**src/rtl/pipe_hazard_ctrl.sv**
```systemverilog
// pipe_hazard_ctrl: stall/flush controller for a 5-stage pipeline (memory freeze, branch flush, load-use bubble, stall counter)
module pipe_hazard_ctrl #(
  parameter int MEM_LAT    = 2,
  parameter int REG_ADDR_W = 5,
  parameter int CNT_W      = 32
) (
  input  logic                  clk,
  input  logic                  clr,
  input  logic [REG_ADDR_W-1:0] id_rs1,
  input  logic [REG_ADDR_W-1:0] id_rs2,
  input  logic                  id_rs1_used,
  input  logic                  id_rs2_used,
  input  logic [REG_ADDR_W-1:0] ex_rd,
  input  logic                  ex_mem_read,
  input  logic                  ex_br_taken,
  input  logic                  mem_access,
  output logic                  pc_ld_n,
  output logic                  if_id_ld_n,
  output logic                  id_ex_ld_n,
  output logic                  ex_mem_ld_n,
  output logic                  mem_wb_ld_n,
  output logic                  if_id_flush,
  output logic                  id_ex_flush,
  output logic                  mem_wb_flush,
  output logic                  mem_busy,
  output logic [CNT_W-1:0]      stall_count
);
  localparam int CW = (MEM_LAT > 1) ? $clog2(MEM_LAT) : 1;
  localparam logic LONG = (MEM_LAT >= 2);
  localparam logic [CW-1:0] LOAD = CW'((MEM_LAT >= 2) ? MEM_LAT - 2 : 0);
  typedef enum logic {RUN, MEM_WAIT} state_t;
  state_t          r_state;
  logic [CW-1:0]   r_cnt;
  logic [CNT_W-1:0] r_stall_count;
  logic w_lu, w_freeze, w_lu_stall;
  always_comb begin
    w_lu = ex_mem_read && (ex_rd != '0) &&
           ((id_rs1_used && id_rs1 == ex_rd) || (id_rs2_used && id_rs2 == ex_rd));
    w_freeze = (r_state == RUN && mem_access && LONG) || (r_state == MEM_WAIT && r_cnt != '0);
    // a taken branch squashes the ID instruction, so its hazard no longer matters
    w_lu_stall = !w_freeze && !ex_br_taken && w_lu;
    pc_ld_n      = clr || w_freeze || w_lu_stall;
    if_id_ld_n   = clr || w_freeze || w_lu_stall;
    id_ex_ld_n   = clr || w_freeze;
    ex_mem_ld_n  = clr || w_freeze;
    mem_wb_ld_n  = clr;
    if_id_flush  = !clr && !w_freeze && ex_br_taken;
    id_ex_flush  = !clr && !w_freeze && (ex_br_taken || w_lu);
    mem_wb_flush = !clr && w_freeze;
    mem_busy     = !clr && w_freeze;
  end
  always_ff @(posedge clk) begin
    if (clr) begin
      r_state       <= RUN;
      r_cnt         <= '0;
      r_stall_count <= '0;
    end else begin
      if (pc_ld_n && !(&r_stall_count)) r_stall_count <= r_stall_count + CNT_W'(1);
      // release cycle (MEM_WAIT, cnt=0) returns to RUN without re-checking mem_access
      if (r_state == RUN) begin
        if (mem_access && LONG) begin
          r_state <= MEM_WAIT;
          r_cnt   <= LOAD;
        end
      end else if (r_cnt != '0) r_cnt <= r_cnt - CW'(1);
      else r_state <= RUN;
    end
  end
  assign stall_count = r_stall_count;
endmodule

```
**config.mk**
```make
export PLATFORM = sky130hd
export DESIGN_NAME = pipe_hazard_ctrl
export DESIGN_NICKNAME = d
export VERILOG_FILES = /design/src/rtl/pipe_hazard_ctrl.sv
export SDC_FILE = /design/constraint.sdc
export NUM_CORES = 1
export LEC_CHECK = 0
export CORE_UTILIZATION = 42
export DETAILED_ROUTE_END_ITERATION = 6
export PLACE_DENSITY = 0.77
export SLEW_MARGIN = 20
export SYNTH_ARGS = -nofsm -noshare
export SYNTH_HDL_FRONTEND = slang
export SYNTH_SLANG_ARGS = --single-unit
export TNS_END_PERCENT = 50
```
**constraint.sdc**
```tcl
create_clock -name clk -period 2.2 [get_ports clk]
set_input_delay 0.33 -clock clk [delete_from_list [all_inputs] [get_ports clk]]
set_output_delay 0.33 -clock clk [all_outputs]
set_load 0.05 [all_outputs]
```
# Word-level counts from Yosys, hierarchy flattened
# Index checks and enable logic that the tools add are counted.
classes:
  addsub: 2
  eq_ne: 2
  mux: 6
  bitwise_logic: 1
  n_reduce_logical: 25
ops:
  columns: ["op", "n"]
  rows:
  - ["$add 32x1->32 const B", 1]
  - ["$reduce_and 32->1", 1]
  - ["$logic_and 1x1->1", 13]
  - ["$eq 5x5->1", 2]
  - ["$mux 1", 6]
  - ["$logic_or 1x1->1", 5]
  - ["$reduce_bool 5->1", 1]
  - ["$logic_not 1->1", 4]
  - ["$reduce_bool 2->1", 1]
  - ["$not 1->1", 1]
  - ["$sub 1x1->1 const B", 1]
word_totals:
  ff_bits: 34
  out_inout_bits: 41

# Logic depth before layout (Yosys ltp)
# Gate-level depths: netlist (run 1).
logic_depth:
  depth_word: 8
  ltp_mapped: 9
  mapped_depth_nobuf: 7

# Worst setup path after synthesis (run 1)
# Ideal clock, no wire load.
synth_timing:
  path_kind: "reg-to-reg"
  startpoint: "register r_stall_count[0], in the netlist stall_count[0]"
  endpoint: "register r_stall_count[28], in the netlist stall_count[28]"
  setup_ns: 0.121
  arrival_ns: 2.569
  setup_slack_ns: -0.490
  path_stages_with_launch: 9
  synth_period_minus_slack_ns: 2.690
  path_cell_list: "dfxtp_1 -> ha_1 -> nand3_1 -> or3_1 -> clkbuf_1 -> or3_1 -> clkbuf_2 -> nor3b_1 -> mux2_2"
synth_between:
  elab_chain_len: 3
  word_cells_on_any_way: 4
  cone_classes: "1 x add/sub; 3 x reduce/logical"
synth_rtl:
  columns: ["element", "line", "text"]
  rows:
  - ["start, declared", "34", "logic [CNT_W-1:0] r_stall_count;"]
  - ["start signal, assigned", "58", "if (pc_ld_n && !(&r_stall_count)) r_stall_count <= r_stall_count + CNT_W'(1);"]
  - ["branches (longest 3 deep; another with $add 32x1->32)", null, null]
# Several ways; the timed one is not identified.
# A chain may end at the register's enable or synchronous reset.

# Final worst setup path (run 1)
layout_timing:
  startpoint: "input port ex_rd[2]"
  endpoint: "output port if_id_ld_n"
layout_between:
  elab_chain_len: 6
  word_cells_on_any_way: 10
  cone_classes: "2 x eq/ne; 8 x reduce/logical"
layout_rtl:
  columns: ["element", "line", "text"]
  rows:
  - ["start, declared", "13", "input logic [REG_ADDR_W-1:0] ex_rd,"]
  - ["$eq 5x5->1", "38", "((id_rs1_used && id_rs1 == ex_rd) || (id_rs2_used && id_rs2 == ex_rd));"]
  - ["$logic_and 1x1->1", "38", null]
  - ["$logic_or 1x1->1", "38", null]
  - ["$logic_and 1x1->1 *", "37", "w_lu = ex_mem_read && (ex_rd != '0) &&"]
  - ["$logic_and 1x1->1 *", "41", "w_lu_stall = !w_freeze && !ex_br_taken && w_lu;"]
  - ["$logic_or 1x1->1 *", "43", "if_id_ld_n = clr || w_freeze || w_lu_stall;"]
  - ["end, declared", "18", "output logic if_id_ld_n,"]
# Every way passes the cells marked *; elsewhere a longest branch is shown, timed or not.

==> results of run 1 <==
## timing repair
item,4_1_cts,5_1_grt
pin swaps,23,13
resized for setup,54,22
endpoints found under the setup margin,32,26
setup buffers,4,1
hold buffers,0,0
cloned,1,0
## worst max-delay path by stage
| stage | from | end | slack (ps) | cells past startpoint |
|---|---|---|---|---|
| 6_report | ex_rd[2] | if_id_ld_n | -40 | 8 |
| 5_1_grt | ex_rd[2] | if_id_ld_n | -90 | 8 |
| 4_1_cts | ex_rd[2] | pc_ld_n | -20 | 8 |
| 3_5_place_dp | ex_rd[3] | stall_count[3] | -610 | 9 |
| 3_3_place_gp | ex_rd[3] | stall_count[16] | -540 | 9 |
| 2_1_floorplan | ex_rd[1] | pc_ld_n | -80 | 7 |
## placed cells by master, fill, tap and decap left out, drive strengths merged, types with 2 or more instances in the layout
cell type,instances
nand3,13
and4,3
o21ai,9
nand2,12
xnor2,2
or4,16
dlygate4sd2,2
nor4b,3
a21oi,23
or3,7
nor2b,9
nor3,3
xor2,8
and2,2
and3,2
clkbuf,11
nand4,6
o31ai,15
nor2,20
dfxtp,33
clkdlybuf4s50,38
nand4b,2
o31a,2
mux2,7
o41ai,2
buf,48
or4b,2
nor4,7
inv,3
## power groups by stage
stage / Combinational (W) / Clock [W] / Sequential (W)
floorplan: 0.000111 / 0 / 0.000616
global placement: 0.000238 / 0 / 0.000601
detailed placement: 0.000242 / 0 / 0.000601
CTS: 0.000266 / 0.000475 / 0.000588
global route: 0.000284 / 0.000513 / 0.000589
finish: 0.000268 / 0.000471 / 0.000588
## cells in the mapped netlist, types with 8 or more instances
master	instances
dfxtp_1	33
a21oi_1	23
nor2_1	20
or4_1	16
o31ai_1	14
nand3_1	13
clkbuf_1	12
nand2_1	12
nor2b_1	9
o21ai_0	9
xor2_1	8
## area by class of cell
cell class	instances	area (um2)
timing repair buffer	93	957
tap	52	65.1
multi-input combinational	183	1300
clock buffer	8	90.1
inverter	4	18.8
fill	327	1200
sequential	33	748
## sequential cells by signal, indices dropped and copies added (netlist names)
signal,flops
stall_count,32
r_state,1
## stage by stage
stage	instance area, um2	std cells	setup slack, ps	utilization [%]	setup TNS [ps]
global route	3180	373	-89.4	72.6	-410
CTS	3120	373	-21.6	71.2	-43.0
floorplan	2080	240	-83.3	-	-221
finish	3180	373	-38.5	72.6	-81.4
global placement	2920	360	-536	66.7	-15330
detailed placement	2920	360	-607	66.7	-17030
## worst register-to-register path, stage by stage (launching register included)
cell and delay [ps]:
dfxtp_4 380, ha_4 150, nand3_2 80, or3_1 350
buf_4 170, nor2_1 220, nor4b_1 330, mux2_2 380
## kinds of logic after synthesis
| logic type | share of synthesized area (%) |
|---|---|
| simple gates | 33.3 |
| compound gates | 17.6 |
| flops | 34.2 |
| buf+inv | 5.69 |
| xor+xnor | 4.53 |
| mux | 4.08 |
| fa+ha+maj | 0.647 |
## per-layer routing
layer / GRT usage [%] / up-vias / wire length, um
met2: 38.9 / 64 / 2900
met1: 30.3 / 1033 / 2480
li1: - / 1060 / -
met3: 4.18 / 9 / 294
met4: 7.56 / 0 / 74
met5: 0 / - / 0
==> summary.md, run 1 <==
| Metric | Value |
|---|---|
| Status | `complete, but fails checks` |
| Failing checks | `negative setup slack` |
| Die height | `69.9 um` |
| Power, Total | `0.00133 W` |
| DRC viols | `0` |
| Synth area leader | `dfxtp_1` |
| Initial antenna violation count | `0` |
| HP Start | `stall_count[11]` |
| CTS max path bufs | `2` |
| Mapped Cells | `240` |
| CP Max Fanout | `7` |
| CTS tree | `built` |
| Drt pass-1 iters | `4` |
| Die Span X | `69.9 um` |
| Vias in the first global route | `2087` |
| Max-Cap Viols | `0` |
| Layout overhead on the synthesized area | `64.5%` |
| Critical path's largest stage delay | `530 ps` |
| Type of the most critical hold path | `flop to flop` |
| Clock sink total | `33` |
| Fin Clk Skew | `10.4 ps` |
| Combinational group share of total power | `20.2%` |
| First-pass GRT wire length | `9350 um` |
| Pins Over Slew Limit | `0` |
| Area share of the largest cell type after synthesis | `34.2%` |
| Largest net degree at the start of global routing | `44` |
| Crit path DAT | `1910 ps` |
| Nature of the critical path endpoint | `primary output` |
| GRT Util Overall | `23.3%` |
| Worst Path Buf+Inv | `5` |
| Worst skew pair latency | `290 ps` |
| Synthesized Nets | `263` |
| Slew HR | `65.5%` |
| Routed WL per cell | `15.4 um` |
| Reg-to-reg setup timing slack | `30 ps` |
| Maximum vdd drop | `0.243 mV` |
| Detailed Route Iter0 Violations | `186` |
| Fin. Hold Viols | `0` |
| Synth area leaders | `dfxtp_1, or4_1, a21oi_1, o31ai_1, mux2_2` |
| Post-DP HPWL | `3830 um` |
| Cell Area, Synth | `1930 um2` |
| Mean Syn Cell Area | `8.06 um2` |
| Worst-margin pin slew | `515 ps` |
| Sequential fraction of the synthesis area | `34.2%` |
| Crit path cell chain | `buf_6 -> buf_6 -> or4_4 -> o21ai_2 -> o31a_1 -> buf_12 -> clkinvlp_4 -> buf_8` |
| Leak Pwr | `1.07 nW` |
| # rows | `24` |
| Vias per cell | `5.81` |
| ANT cells | `0` |
| Worst Path Class, Setup | `input pin to primary output` |
| Overflow after GRT | `0` |
| FFs w/ async S/R, synth | `0%` |
| H-tree Lvls | `2` |
| Final min period | `2240 ps` |
| Total Routed Length | `5750 um` |
| Final period util | `102%` |
| Slowest-stage cell, CP | `or4_4` |
| Syn. warnings | `0` |
| # nets final | `343` |
| R2R Path End | `stall_count[22]` |
| Hold path depth | `1` |
| Cell Int Power | `0.000964 W` |
| P per Cell Area | `417 nW/um2` |
| Setup violators final | `3` |
| Core area | `4380 um2` |
| R2r startpoint | `stall_count[0]` |
| Port Buffer Count | `62` |
| Clk root buf | `clkbuf_8` |
| Seq pwr share | `44.3%` |
| IO Pins | `63` |
| Full die area | `4880 um2` |
| Clock power frac | `35.5%` |
| Fin Hold WS | `504 ps` |
| Vias | `2166` |
| Total CTS buffers | `5` |
| Psw | `0.000362 W` |
| Main flop type after synthesis | `dfxtp_1` |
| EDFF count, synth | `0` |
| Clock slew seen by the registers of the worst setup and hold paths | `70 ps` |
| Net Sw Frac | `27.3%` |
| Unrepaired setup endpoints after global routing | `true` |
| Register bit total from synthesis | `33` |
| Fmax | `447 MHz` |
| Final worst slack | `-38.5 ps` |
| Hold path endpoint | `stall_count[11]` |
| Starting Density | `44.1%` |
| Crit-path most repeated cell | `buf_6` |
| Antenna-violating nets left | `0` |
| Cell variety after synth | `39` |
| Type of origin of the critical path | `input pin` |
| Final RePlAce weighted congestion | `0.842` |
| CP delay by family, top | `buffers and inverters` |
| FF-to-FF path depth | `7` |
| Share of layout cells above drive strength 1 | `35.8%` |
| WP data required | `1870 ps` |
(Power assumes the default switching activity.)
==> run 2, diff against run 1 <==
--- a/config.mk
+++ b/config.mk
@@ -5,6 +5,7 @@
 export SDC_FILE = /design/constraint.sdc
 export NUM_CORES = 1
 export LEC_CHECK = 0
+export CORE_MARGIN = 4
 export CORE_UTILIZATION = 42
 export DETAILED_ROUTE_END_ITERATION = 6
 export PLACE_DENSITY = 0.77
==> summary.md, run 2 (same netlist as run 1, synthesis figures left out) <==
| Metric | Value |
|---|---|
| Slew HR | `65.1% (-0.41 points)` |
| Leak Pwr | `1.12 nW (+4.5%)` |
| Vias | `2240 (+3.4%)` |
| WP data required | `1870 ps (about the same)` |
| Worst-margin pin slew | `522 ps (+6.09 ps)` |
| Most used routing layer | `met2` |
| Pins Over Slew Limit | `0 (unchanged)` |
| Initial antenna violation count | `0 (unchanged)` |
| Max-Cap Viols | `0 (unchanged)` |
| GR Util met2 | `38.0% (-0.87 points)` |
| Most frequent cells in the layout | `clkdlybuf4s50_1, buf_4, dfxtp_4` |
| CTS max path bufs | `2 (unchanged)` |
| Type of the most critical hold path | `flop to flop` |
| Layout overhead on the synthesized area | `69.4%` |
| CTS tree | `built` |
| Port Buffer Count | `62 (unchanged)` |
| DRC viols | `0 (unchanged)` |
| Clock slew seen by the registers of the worst setup and hold paths | `70 ps (about the same)` |
| Die Span X | `75.9 um (+8.6%)` |
| Type of origin of the critical path | `input pin` |
| Post-DP HPWL | `4160 um (+8.5%)` |
| Cell total after placement | `363 (+0.83%)` |
| CP Max Fanout | `7 (unchanged)` |
| Hold Buf Count CTS | `0 (unchanged)` |
| Antenna-violating nets left | `0 (unchanged)` |
| Routed WL per cell | `16.5 um (+7.1%)` |
| Non-filler instance count after layout | `378 (+1.3%)` |
| Finished Cell Area | `3280 um2 (+3.0%)` |
| GRT Util Overall | `22.4% (-0.85 points)` |
| Final min period | `2170 ps (-64.7 ps)` |
| Unrepaired setup endpoints after global routing | `true` |
| Fin. Hold Viols | `0 (unchanged)` |
| Setup violators final | `0 (-3)` |
| IO Pins | `63 (unchanged)` |
| Nature of the critical path endpoint | `primary output` |
| Critical path's largest stage delay | `520 ps (about the same)` |
| Fmax | `460 MHz (+3.0%)` |
| H-tree Lvls | `2 (unchanged)` |
| Full die area | `5760 um2 (+18%)` |
| ANT cells | `0 (unchanged)` |
| Clk root buf | `clkbuf_8` |
| First-pass GRT wire length | `9940 um (+6.3%)` |
| P per Cell Area | `416 nW/um2 (about the same)` |
| Final worst slack | `26.2 ps (+64.7 ps)` |
| Vias in the first global route | `2141 (+2.6%)` |
| Drt pass-1 iters | `4 (unchanged)` |
| Core area | `4410 um2 (+0.68%)` |
| Vias per cell | `5.93 (+2.0%)` |
| Die height | `75.9 um (+8.6%)` |
| Max reg flops | `32 (unchanged)` |
| Largest net degree at the start of global routing | `44 (unchanged)` |
| Fin Clk Skew | `6.46 ps (-3.92 ps)` |
| Worst Path Class, Setup | `input pin to primary output` |
| Worst skew pair latency | `280 ps (about the same)` |
| Placed inst area | `2930 um2 (+0.34%)` |
| Overflow after GRT | `0 (unchanged)` |
| Share of layout cells above drive strength 1 | `40.2% (+4.4 points)` |
| Final RePlAce weighted congestion | `0.802 (-4.8%)` |
| # nets final | `348 (+1.5%)` |
| Total CTS buffers | `5 (unchanged)` |
| Clock sink total | `33 (unchanged)` |
| Maximum vdd drop | `0.282 mV (+16%)` |
| Most common library cell in the layout ignoring fill and taps | `clkdlybuf4s50_1` |
| Detailed Route Iter0 Violations | `185 (-0.54%)` |
| Crit path cell chain | `buf_6 -> or4_4 -> o21ai_2 -> o31a_1 -> buf_12 -> clkinvlp_4 -> buf_8` |
| Slowest-stage cell, CP | `or4_4` |
| Crit path DAT | `1840 ps (-70 ps)` |
| Grt met1 use | `27.5% (-2.9 points)` |
| Total Routed Length | `6240 um (+8.5%)` |
| Met3 Usage GRT | `4.35% (+0.17 points)` |
| # rows | `24 (unchanged)` |
| Core Util, Final | `74.2% (+1.7 points)` |
| Place WS | `-613 ps (-5.80 ps)` |
| Final period util | `98.8% (-2.9 points)` |
| Starting Density | `43.8% (-0.30 points)` |
| Status | `finished clean` |
run 2: changes by cell type in the layout (fill, tap and decap cells not counted), sizes merged:
cell	previous run	this run
buf	48	50
clkinv	0	1
bufbuf	0	1
clkbuf	11	12
run 2: layer usage:
| metal | share of wire, % | wire, um |
|---|---|---|
| met4 | 1.9 | 120 |
| met3 | 4.5 | 283 |
| met1 | 40 | 2470 |
| met2 | 54 | 3360 |
| met5 | 0 | 0 |
run 2: cell type report:
cell class | instances | area (um2)
Tap cell | 52 | 65.1
Timing Repair Buffer | 98 | 997
Fill cell | 313 | 1140
Clock inverter | 1 | 5.00
Multi-Input combinational cell | 183 | 1350
Clock buffer | 7 | 96.3
Sequential cell | 33 | 748
Inverter | 4 | 18.8
run 2: final timing paths:
check             slack (ps)              end            start  depth (start not counted)
setup / recovery          30       if_id_ld_n         ex_rd[2]                          7
hold / removal           500   stall_count[7]   stall_count[7]                          2
setup reg to reg          50  stall_count[27]  stall_count[20]                          7
hold reg to reg          500   stall_count[7]   stall_count[7]                          2
run 2: critical path: cells and delay by family:
family	cells	cell delay, ps
buffers and inverters	4	610
AOI/OAI and AO/OA	2	370
and+or+nand+nor	1	520
run 2: stage by stage:
stage,hold slack (ps),power [W],setup TNS (ps)
after floorplan,481,0.000727,-221
after global placement,480,0.000835,-15520
after detailed placement,487,0.000840,-16660
after CTS,496,0.00135,0
after global routing,535,0.00141,-470
final,497,0.00136,0
run 2: timing repair:
item,4_1_cts,5_1_grt
gates resized for setup,44,47
pin swaps,11,17
endpoints found under the hold margin,0,0
setup endpoints to repair,32,27
cloned,1,0
buffers inserted,4,3
run 2: where the power goes:
part           switching [W]  internal, W  leakage, nW
sequential        0.00000812     0.000580        0.287
combinational       0.000140     0.000132        0.777
clock               0.000221     0.000283       0.0542
total               0.000370     0.000994         1.12
==> run 3, diff against run 2 <==
--- a/config.mk
+++ b/config.mk
@@ -6,9 +6,10 @@
 export NUM_CORES = 1
 export LEC_CHECK = 0
 export CORE_MARGIN = 4
-export CORE_UTILIZATION = 42
+export CORE_UTILIZATION = 40
+export CTS_CLUSTER_SIZE = 25
 export DETAILED_ROUTE_END_ITERATION = 6
-export PLACE_DENSITY = 0.77
+export PLACE_DENSITY = 0.74
 export SLEW_MARGIN = 20
 export SYNTH_ARGS = -nofsm -noshare
 export SYNTH_HDL_FRONTEND = slang
==> summary.md, run 3 (same netlist as run 1, synthesis figures left out) <==
| Metric | Value |
|---|---|
| Status | `complete, but fails checks` |
| Failing checks | `negative setup slack` |
| Vias | `2184 (-2.5%)` |
| Antenna-violating nets left | `0 (unchanged)` |
| Crit path cell chain | `buf_8 -> buf_6 -> xor2_1 -> nor4_1 -> a32oi_1 -> o31a_1 -> buf_12 -> clkinvlp_4 -> buf_8` |
| Initial antenna violation count | `0 (unchanged)` |
| CP Max Fanout | `6 (-1)` |
| CP startpoint | `ex_rd[2]` |
| Max reg flops | `32 (unchanged)` |
| Type of the most critical hold path | `flop to flop` |
| Fin Clk Skew | `7.49 ps (+1.03 ps)` |
| Port Buffer Count | `62 (unchanged)` |
| Clock sink total | `33 (unchanged)` |
| Vias in the first global route | `2101 (-1.9%)` |
| R2r startpoint | `stall_count[0]` |
| Final RePlAce weighted congestion | `0.810 (+1.0%)` |
| Slew HR | `65.0% (-0.15 points)` |
| Overflow after GRT | `0 (unchanged)` |
| Most frequent cells in the layout | `clkdlybuf4s50_1, buf_4, dfxtp_4` |
| # rows | `25 (+4.2%)` |
| Type of origin of the critical path | `input pin` |
| Share of layout cells above drive strength 1 | `38.7% (-1.5 points)` |
| R2R Path End | `stall_count[7]` |
| Placed inst area | `2940 um2 (+0.17%)` |
| TNS Setup | `-475 ps (-475 ps)` |
| Finished Cell Area | `3270 um2 (-0.19%)` |
| Final worst slack | `-74.0 ps (-100 ps)` |
| P per Cell Area | `406 nW/um2 (-2.4%)` |
| CTS tree | `built` |
| Leak Pwr | `1.10 nW (-1.6%)` |
| H-tree Lvls | `2 (unchanged)` |
| Detailed Route Iter0 Violations | `125 (-32%)` |
| Full die area | `6010 um2 (+4.5%)` |
| Post-DP HPWL | `3970 um (-4.6%)` |
| Power, Total | `0.00133 W (-2.6%)` |
| Unrepaired setup endpoints after global routing | `true` |
| DRC viols | `0 (unchanged)` |
| CP endpoint | `pc_ld_n` |
| Die height | `77.5 um (+2.2%)` |
| Die Span X | `77.5 um (+2.2%)` |
| Worst-margin pin slew | `524 ps (+2.29 ps)` |
| Layout overhead on the synthesized area | `69.1%` |
| First-pass GRT wire length | `9570 um (-3.7%)` |
| Final min period | `2270 ps (+100 ps)` |
| Worst Path Buf+Inv | `5 (+1)` |
| Most common library cell in the layout ignoring fill and taps | `clkdlybuf4s50_1` |
| Non-filler instance count after layout | `380 (+0.53%)` |
| Drt pass-1 iters | `4 (unchanged)` |
| WP data required | `1870 ps (about the same)` |
| FF-to-FF path depth | `9 (+2)` |
| Vias per cell | `5.75 (-3.0%)` |
| Crit path DAT | `1940 ps (+100 ps)` |
| Clock slew seen by the registers of the worst setup and hold paths | `70 ps (about the same)` |
| Fin. Hold Viols | `0 (unchanged)` |
| Largest net degree at the start of global routing | `44 (unchanged)` |
| Cell total after placement | `362 (-0.28%)` |
| WP depth | `9 (+2)` |
| Starting Density | `41.2% (-2.6 points)` |
| Max-Cap Viols | `0 (unchanged)` |
| CTS max path bufs | `2 (unchanged)` |
| Setup violators final | `11 (+11)` |
| Routed WL per cell | `15.5 um (-6.0%)` |
| GRT Util Overall | `19.3% (-3.1 points)` |
| Reg-to-reg setup timing slack | `130 ps (+80 ps)` |
| Clk root buf | `clkbuf_8` |
| Reg area | `748 um2 (unchanged)` |
| Total Routed Length | `5890 um (-5.5%)` |
| # nets final | `348 (unchanged)` |
| # fillers | `383 (+22%)` |
| CP delay by family, top | `buffers and inverters` |
| Critical path's largest stage delay | `350 ps (-170 ps)` |
| Crit-path most repeated cell | `buf_8` |
| Fmax | `440 MHz (-4.4%)` |
| Final period util | `103% (+4.6 points)` |
| Nature of the critical path endpoint | `primary output` |
| IO Pins | `63 (unchanged)` |
| ANT cells | `0 (unchanged)` |
| Place WS | `-635 ps (-22.3 ps)` |
| Worst skew pair latency | `290 ps (about the same)` |
| Slowest-stage cell, CP | `o31a_1` |
| Pins Over Slew Limit | `0 (unchanged)` |
| Worst Path Class, Setup | `input pin to primary output` |
| Total CTS buffers | `5 (unchanged)` |
| Core area | `4690 um2 (+6.3%)` |
| Maximum vdd drop | `0.270 mV (-4.3%)` |
| Area of the multi-input gates | `1310 um2 (-2.8%)` |
## run 3: power by group
part           switching [W]  leakage, nW  internal (W)
sequential        0.00000793        0.287      0.000579
clock               0.000240       0.0450      0.000219
combinational       0.000141        0.768      0.000142
## run 3: through the flow
| step | hold WS, ps | utilization [%] |
|---|---|---|
| 3_5_place_dp | 486 | 62.6 |
| 2_1_floorplan | 481 | - |
| 3_3_place_gp | 485 | 62.6 |
| 4_1_cts | 501 | 67.9 |
| 5_1_grt | 511 | 69.7 |
| 6_report | 490 | 69.7 |
## run 3: cell type report
| class | count | area share (%) |
|---|---|---|
| clock inverters | 2 | 0.306 |
| flip-flops and latches | 33 | 22.9 |
| inverters | 4 | 0.574 |
| multi-input cells | 183 | 40.0 |
| repair buffers | 98 | 31.9 |
| well taps | 54 | 2.07 |
| clock buffers | 6 | 2.22 |
## run 3: worst min-delay path by stage
stage | end | cells past startpoint | from | slack (ps)
after CTS | stall_count[7] | 2 | stall_count[7] | 500
after detailed placement | stall_count[7] | 2 | stall_count[7] | 490
final | stall_count[7] | 2 | stall_count[7] | 490
after floorplan | r_state | 2 | r_state | 480
after global routing | stall_count[7] | 2 | stall_count[7] | 510
after global placement | stall_count[3] | 2 | stall_count[3] | 480
## run 3: metal layers
metal	vias up	wire [um]	share of wire [%]	GRT usage, %
li1	1081	-	-	-
met1	1026	2520	43	23.3
met2	68	3030	51	33.9
met3	9	258	4.4	3.02
met4	0	85	1.4	8.01
met5	-	0	0	0
## run 3: repair_timing
item,CTS,global route
cloned,2,0
hold buffers,0,0
hold endpoints to repair,0,0
pin swaps,28,9
endpoints found under the setup margin,35,26
setup buffers,7,1
resized for setup,54,22
## run 3: worst register-to-register path, delay by kind of cell (launching register included)
family                   cells  cell delay [ps]
AO/OA/AOI/OAI                1              160
adder cells (fa/ha/maj)      1              160
buffers and inverters        3              430
flip-flops                   1              370
AND/OR/NAND/NOR              4              880
